[config.mk]
export PLATFORM = sky130hd
export DESIGN_NAME = fib_sequencer
export DESIGN_NICKNAME = d
export VERILOG_FILES = /design/src/rtl/fib_sequencer.sv
export SDC_FILE = /design/constraint.sdc
export NUM_CORES = 1
export LEC_CHECK = 0
export BUFFER_PORTS_ARGS = -buffer_cell sky130_fd_sc_hd__buf_2
export CAP_MARGIN = 20
export CORE_MARGIN = 4
export CORE_UTILIZATION = 43
export CTS_CLUSTER_SIZE = 28
export DETAILED_ROUTE_END_ITERATION = 8
export SLEW_MARGIN = 0
export SYNTH_ARGS = -nofsm -noshare
export SYNTH_HDL_FRONTEND = slang
export SYNTH_SLANG_ARGS = --single-unit
export TNS_END_PERCENT = 100
[constraint.sdc]
create_clock -name clock_in -period 2.4 [get_ports clock_in]
set_input_delay 0.48 -clock clock_in [delete_from_list [all_inputs] [get_ports clock_in]]
set_output_delay 0.48 -clock clock_in [all_outputs]
set_load 0.01 [all_outputs]
[src/rtl/fib_sequencer.sv]
// Purpose : sequencing FSM for the 4-bit Fibonacci datapath (init, show term, hold, step, done/fault).
// Latency : start sampled at edge k -> INIT in cycle k+1; each term takes SHOW/WAIT/CHECK/STEP (>=4 cycles).
// Backpressure: waits in WAIT for timer_done_in; a watchdog of WAIT_MAX cycles forces FAULT.
//
// Ports:
//   clock_in, reset_in          clock, async active-high reset
//   start_in                    level start request (IDLE/FAULT only)
//   zero_in, carry_in, b_in     datapath status: count==0, adder carry, B value
//   timer_done_in               display period elapsed (WAIT only)
//   init_out, a_set_out, b_set_out, cnt_set_out, mux_sel_out, timer_start_out
//                               registered datapath/timer controls
//   led_out                     registered displayed term
//   busy_out, done_out, fault_out, ovf_out   status to top level
module fib_sequencer #(
  parameter int DATA_WIDTH = 4,
  parameter int WAIT_MAX   = 1024
) (
  input  logic                  clock_in,
  input  logic                  reset_in,
  input  logic                  start_in,
  input  logic                  zero_in,
  input  logic                  carry_in,
  input  logic [DATA_WIDTH-1:0] b_in,
  input  logic                  timer_done_in,
  output logic                  init_out,
  output logic                  a_set_out,
  output logic                  b_set_out,
  output logic                  cnt_set_out,
  output logic                  mux_sel_out,
  output logic                  timer_start_out,
  output logic [DATA_WIDTH-1:0] led_out,
  output logic                  busy_out,
  output logic                  done_out,
  output logic                  fault_out,
  output logic                  ovf_out
);

  localparam int WD_W = (WAIT_MAX > 2) ? $clog2(WAIT_MAX) : 1;
  localparam logic [WD_W-1:0] WD_LAST = WD_W'(WAIT_MAX - 1);

  typedef enum logic [2:0] {
    S_IDLE, S_INIT, S_SHOW, S_WAIT, S_CHECK, S_STEP, S_DONE, S_FAULT
  } state_t;

  state_t                r_state;
  logic                  r_init;
  logic                  r_a_set;
  logic                  r_b_set;
  logic                  r_cnt_set;
  logic                  r_mux_sel;
  logic                  r_timer_start;
  logic                  r_busy;
  logic                  r_done;
  logic                  r_fault;
  logic                  r_ovf;
  logic [DATA_WIDTH-1:0] r_led;
  logic [WD_W-1:0]       r_wdog;

  // Every output is a flop that is loaded on the edge entering the state it
  // belongs to, so the outputs line up exactly with the state register.
  always_ff @(posedge clock_in or posedge reset_in) begin
    if (reset_in) begin
      r_state       <= S_IDLE;
      r_init        <= 1'b0;
      r_a_set       <= 1'b0;
      r_b_set       <= 1'b0;
      r_cnt_set     <= 1'b0;
      r_mux_sel     <= 1'b0;
      r_timer_start <= 1'b0;
      r_busy        <= 1'b0;
      r_done        <= 1'b0;
      r_fault       <= 1'b0;
      r_ovf         <= 1'b0;
      r_led         <= '0;
      r_wdog        <= '0;
    end else begin
      r_init        <= 1'b0;
      r_a_set       <= 1'b0;
      r_b_set       <= 1'b0;
      r_cnt_set     <= 1'b0;
      r_mux_sel     <= 1'b0;
      r_timer_start <= 1'b0;
      r_done        <= 1'b0;

      case (r_state)
        S_IDLE, S_FAULT: begin
          if (start_in) begin
            r_state   <= S_INIT;
            r_init    <= 1'b1;
            r_cnt_set <= 1'b1;   // mux_sel stays 0: load the term-count constant
            r_busy    <= 1'b1;
            r_fault   <= 1'b0;
            r_ovf     <= 1'b0;
          end
        end

        S_INIT: begin
          r_state       <= S_SHOW;
          r_timer_start <= 1'b1;
          r_wdog        <= '0;
        end

        S_SHOW: begin
          r_led   <= b_in;
          r_state <= S_WAIT;
        end

        S_WAIT: begin
          // Timer completion takes priority over watchdog expiry.
          if (timer_done_in) begin
            r_state <= S_CHECK;
          end else if (r_wdog == WD_LAST) begin
            r_state <= S_FAULT;
            r_busy  <= 1'b0;
            r_fault <= 1'b1;
          end else begin
            r_wdog <= r_wdog + WD_W'(1);
          end
        end

        S_CHECK: begin
          if (zero_in) begin
            r_state <= S_DONE;
            r_done  <= 1'b1;
          end else begin
            r_state   <= S_STEP;
            r_a_set   <= 1'b1;
            r_b_set   <= 1'b1;
            r_cnt_set <= 1'b1;
            r_mux_sel <= 1'b1;
          end
        end

        S_STEP: begin
          // carry_in reflects A+B of the values being stepped this cycle.
          if (carry_in) r_ovf <= 1'b1;
          r_state       <= S_SHOW;
          r_timer_start <= 1'b1;
          r_wdog        <= '0;
        end

        S_DONE: begin
          r_state <= S_IDLE;
          r_busy  <= 1'b0;
        end

        default: begin
          r_state <= S_IDLE;
          r_busy  <= 1'b0;
        end
      endcase
    end
  end

  assign init_out        = r_init;
  assign a_set_out       = r_a_set;
  assign b_set_out       = r_b_set;
  assign cnt_set_out     = r_cnt_set;
  assign mux_sel_out     = r_mux_sel;
  assign timer_start_out = r_timer_start;
  assign led_out         = r_led;
  assign busy_out        = r_busy;
  assign done_out        = r_done;
  assign fault_out       = r_fault;
  assign ovf_out         = r_ovf;

endmodule

## Yosys cells after proc, flatten, opt, wreduce, memory -nomap -nowiden

Cells that the tools add are included.

| storage, ports and cells | value |
|---|---|
| bits in registers | 25 |
| output and inout bits | 14 |
| word-level logic and storage cells | 64 |

| operators by class | value |
|---|---|
| $add $sub $neg | 1 |
| equal/unequal tests | 14 |
| mux-type cells | 26 |
| reductions and logical operators | 12 |

Operators with widths:

| cell | number |
|---|---|
| 10-bit two-way mux | 2 |
| 10-bit case mux with 2 select lines | 1 |
| 3-bit case mux with 6 select lines | 1 |
| 1-bit two-way mux | 14 |
| 3-bit equality test, second input constant | 4 |
| 10-bit by 1-bit adder with 10-bit output, second input constant | 1 |
| 10-bit equality test, second input constant | 1 |
| 2-bit != test, second input constant | 5 |
| 3-bit two-way mux | 3 |
| 4-bit AND reduction | 2 |
| 3-bit by 2-bit equality test with 1-bit output, second input constant | 2 |
| 1-bit case mux with 2 select lines | 3 |
| 3-bit AND reduction | 2 |
| 2-bit nonzero test | 3 |
| 2-bit OR reduction | 2 |
| 3-bit by 1-bit equality test with 1-bit output, second input constant | 1 |
| 3-bit zero test | 1 |
| 3-bit != test, second input constant | 1 |
| 1-bit case mux with 3 select lines | 1 |
| 3-bit nonzero test | 1 |
| 2-bit two-way mux | 1 |
| 2-bit AND reduction | 1 |

## Depth between registers and ports, before layout

| logic depth | value |
|---|---|
| depth after elaboration | 4 |
| depth in mapped cells | 5 |
| depth with buffers taken out | 5 |

## Worst setup path after synthesis

Ideal clock, no wire load.

| timing | value |
|---|---|
| kind | reg2reg |
| start | reg r_wdog[0] |
| end | reg r_wdog[3] |
| arrival time | 1,597 ps |
| data required time | 2,275 ps |
| path slack | 679 ps |
| stages on the path, launching flop included | 6 |
| path buffers | 0 |
| path through | dfrtp_1 ha_1 and4_1 a31oi_2 nand4_1 mux2_2 |

| on the way | value |
|---|---|
| cells in the longest elaborated chain, start to end | 4 |

Ends and longest elaborated chain:

| element | line | RTL |
|---|---|---|
| start: declaration | 57 | `logic [WD_W-1:0] r_wdog;` |
| start signal: assignment | 117 | `r_wdog <= r_wdog + WD_W'(1);` |
| 10-bit by 1-bit adder with 10-bit output | 117 |  |
| 10-bit two-way mux | 112 | `end else if (r_wdog == WD_LAST) begin` |
| 10-bit two-way mux | 110 | `if (timer_done_in) begin` |
| 10-bit case mux with 2 select lines | 85 | `case (r_state)` |

Several ways; a longest one is shown, not always the timed one. The select of a mux whose other input is x is not followed.
A chain may end at the register's enable or synchronous reset.

## Worst setup path in the final report

Same ends and word-level chain as after synthesis.

==> results.cfg <==
[cts]
cts_made_buffers = 3
cts_resized = 0
cts_tree = yes
clock_tree.root_cell = sky130_fd_sc_hd__clkbuf_4
htree_num_levels = 1
count_of_clock_tree_sinks = 25
max-clock-path-buffers = 2
clk_pin_slew_ns = 0.14
clock_insertion_delay_worst_skew_ns = 0.31
hold_buffers = 0
post-cts-setup-buffers = 0

[critical_path]
cp_cell_sequence = ha_1 -> and4_1 -> a31oi_2 -> nand4_1 -> mux2_2
required_ns = 2.61
worst-setup-path-type = register to register
worst_path_max_delay_cell = sky130_fd_sc_hd__dfrtp_1
startpoint_type_of_the_worst_setup_path = register
cp.arrival_ns = 2.08
critPathTopFamily = flip-flops
worstReg2RegEnd = r_wdog[3]
crit_path_buffers_inverters = 0
critical-path-max-stage-delay_ns = 0.47
crit_path_max_fanout = 6
worst_r2r_path_depth = 5
cp_num_cells = 5
regToRegSetupSlack_ns = 0.53
endpoint_kind = register
reg2reg_from = r_wdog[0]

[floorplan]
boundaryPins = 24
die_x_um = 61.51
core_um2 = 2758
die_y_um = 61.51
initial_utilization = 0.4465
num_rows = 19
fp.dieArea_um2 = 3783

[hold_path]
worstHoldPathType = primary input to asynchronous set/reset pin

[cells_and_area]
fin_cells = 176
leading_cell_type_in_the_layout_fill_and_taps_excluded = sky130_fd_sc_hd__dfrtp_1
insertedDiodeCount = 0
flip_flop_count_of_the_largest_register_after_layout = 10
finalNetCount = 157
finish.instance_area_um2 = 1410
most-common-layout-cells = sky130_fd_sc_hd__dfrtp_1 (25), sky130_fd_sc_hd__buf_2 (23), sky130_fd_sc_hd__nor2_1 (14)
area_delta_synth_final_pct = 14.53
drive_above_1_share = 0.2828
max_flop_register = r_wdog

[synthesis]
ys.flop_type = sky130_fd_sc_hd__dfrtp_1
synth.lib_cells_used.distinct = 36
syn_area_per_cell_um2 = 10.26
postSynth.asyncResetShare = 1.000
syn-instance-count = 120
syn_area_um2 = 1231
synth_warnings = 0
synth_edf_count = 0
number_of_nets_in_the_synthesized_netlist = 131
seq_area_frac_synth = 0.5081
post_synthesis_register_bit_count = 25

[timing]
layout_min_cycle_time_ns = 1.871
rsz_0062_raised_after_global_routing = no
fmax_mhz = 534.4
max_slew_margin = 0.6981
final.setup.tns_ns = 0
setup_clock_skew_after_layout_ns = 0.007357
final.hold.worst_slack_ns = 0.1842
drv_slew = 0
worstMarginPinSlew_ns = 0.4529
final_hold_viol_count = 0
setup_viol_count_final = 0
timing.final.crit_share = 0.7797

[placed_design]
dpl.cell_count = 172
placement.cell_area_um2 = 1384
port-buffer-count = 23
place_hpwl_um = 1768
place_congestion = 0.8683

[detailed_routing]
detail_route.iter0.violations = 21
detail_route.first_pass.iterations = 4
drc = 0
wire_per_inst_um = 14.10
totalWireLength_um = 2481
dr_total_vias = 965
route.antenna.remaining_nets = 0
routed_via_density = 5.483

[grt]
grt_pass1_vias = 875
overflow = 0
grt_pass1_wl_um = 3995
globalRouteTotalUtil = 0.1414
largest_net_degree_at_the_start_of_global_routing = 26
initial_antenna_violation_count = 0

[power]
power-per-cell-area_nw_per_um2 = 944.0
ir_worst_vdd_mv = 0.7848
static-leakage-power_nw = 0.6615

[run_status]
run_status = finished clean

[run]
drv_cap = 0
==> worst register-to-register path: stages, from the launching register on <==
cell	delay, ns
sky130_fd_sc_hd__dfrtp_1	0.47
sky130_fd_sc_hd__ha_1	0.29
sky130_fd_sc_hd__and4_1	0.26
sky130_fd_sc_hd__a31oi_2	0.33
sky130_fd_sc_hd__nand4_1	0.15
sky130_fd_sc_hd__mux2_2	0.28
==> where the power goes <==
group	leakage [nW]	internal, mW	switching (mW)
registers	0.328	0.532	0.139
clock network	0.0150	0.0649	0.124
logic	0.319	0.237	0.236
total	0.661	0.833	0.498
==> cell type report <==
| class | count | area (um^2) |
|---|---|---|
| well taps | 31 | 38.79 |
| inverters | 7 | 26.28 |
| fillers | 251 | 1348 |
| repair buffers | 27 | 145.1 |
| flip-flops and latches | 25 | 625.6 |
| multi-input cells | 82 | 548.0 |
| clock buffers | 4 | 26.28 |
==> per-layer routing <==
layer,wire length (um),part of all wire,track usage
met3,107,0.043,0.02516
met2,1183,0.48,0.2212
met1,1176,0.47,0.1966
met5,0,0,0
met4,14,0.0056,0.04848
==> per-stage QoR <==
stage                     power (mW)    util  setup WS, ns
after global placement         1.145  0.5018        0.5932
after detailed placement       1.162  0.5018        0.5569
after CTS                      1.351  0.5113        0.5259
after floorplan               0.9914       -        0.6786
after global routing           1.450  0.5113        0.4044
final                          1.331  0.5113        0.5287
==> cells by family (layout without fill, tap and decap cells) <==
logic type      after synthesis  count (layout)  share of synthesized area
simple gates                 47              47                     0.2205
flops                        25              25                     0.5081
compound gates               24              24                     0.1291
buf+inv                      13              38                    0.04674
mux                           8               8                    0.07113
xor+xnor                      2               2                    0.01423
fa+ha+maj                     1               1                    0.01016
==> how the worst max path moves through the flow <==
| stage | start | end | slack (ns) |
|---|---|---|---|
| 3_3_place_gp | r_wdog[0] | r_wdog[3] | 0.59 |
| 5_1_grt | r_wdog[0] | r_wdog[4] | 0.40 |
| 6_report | r_wdog[0] | r_wdog[3] | 0.53 |
| 4_1_cts | r_wdog[0] | r_wdog[3] | 0.53 |
| 2_1_floorplan | r_wdog[0] | r_wdog[3] | 0.68 |
| 3_5_place_dp | r_wdog[0] | r_wdog[4] | 0.56 |
==> cells in the mapped netlist, drive strengths merged, types with 3 or more instances <==
cell type	number	area share
dfrtp	25	0.51
nor2	14	0.043
a21oi	7	0.028
inv	7	0.021
o21ai	7	0.028
mux2	6	0.055
nand2	6	0.018
nand4	6	0.043
nor3	4	0.016
and3	3	0.015
buf	3	0.016
clkbuf	3	0.0091
nand3	3	0.012
Note: power is estimated with default switching activity, not from simulation.
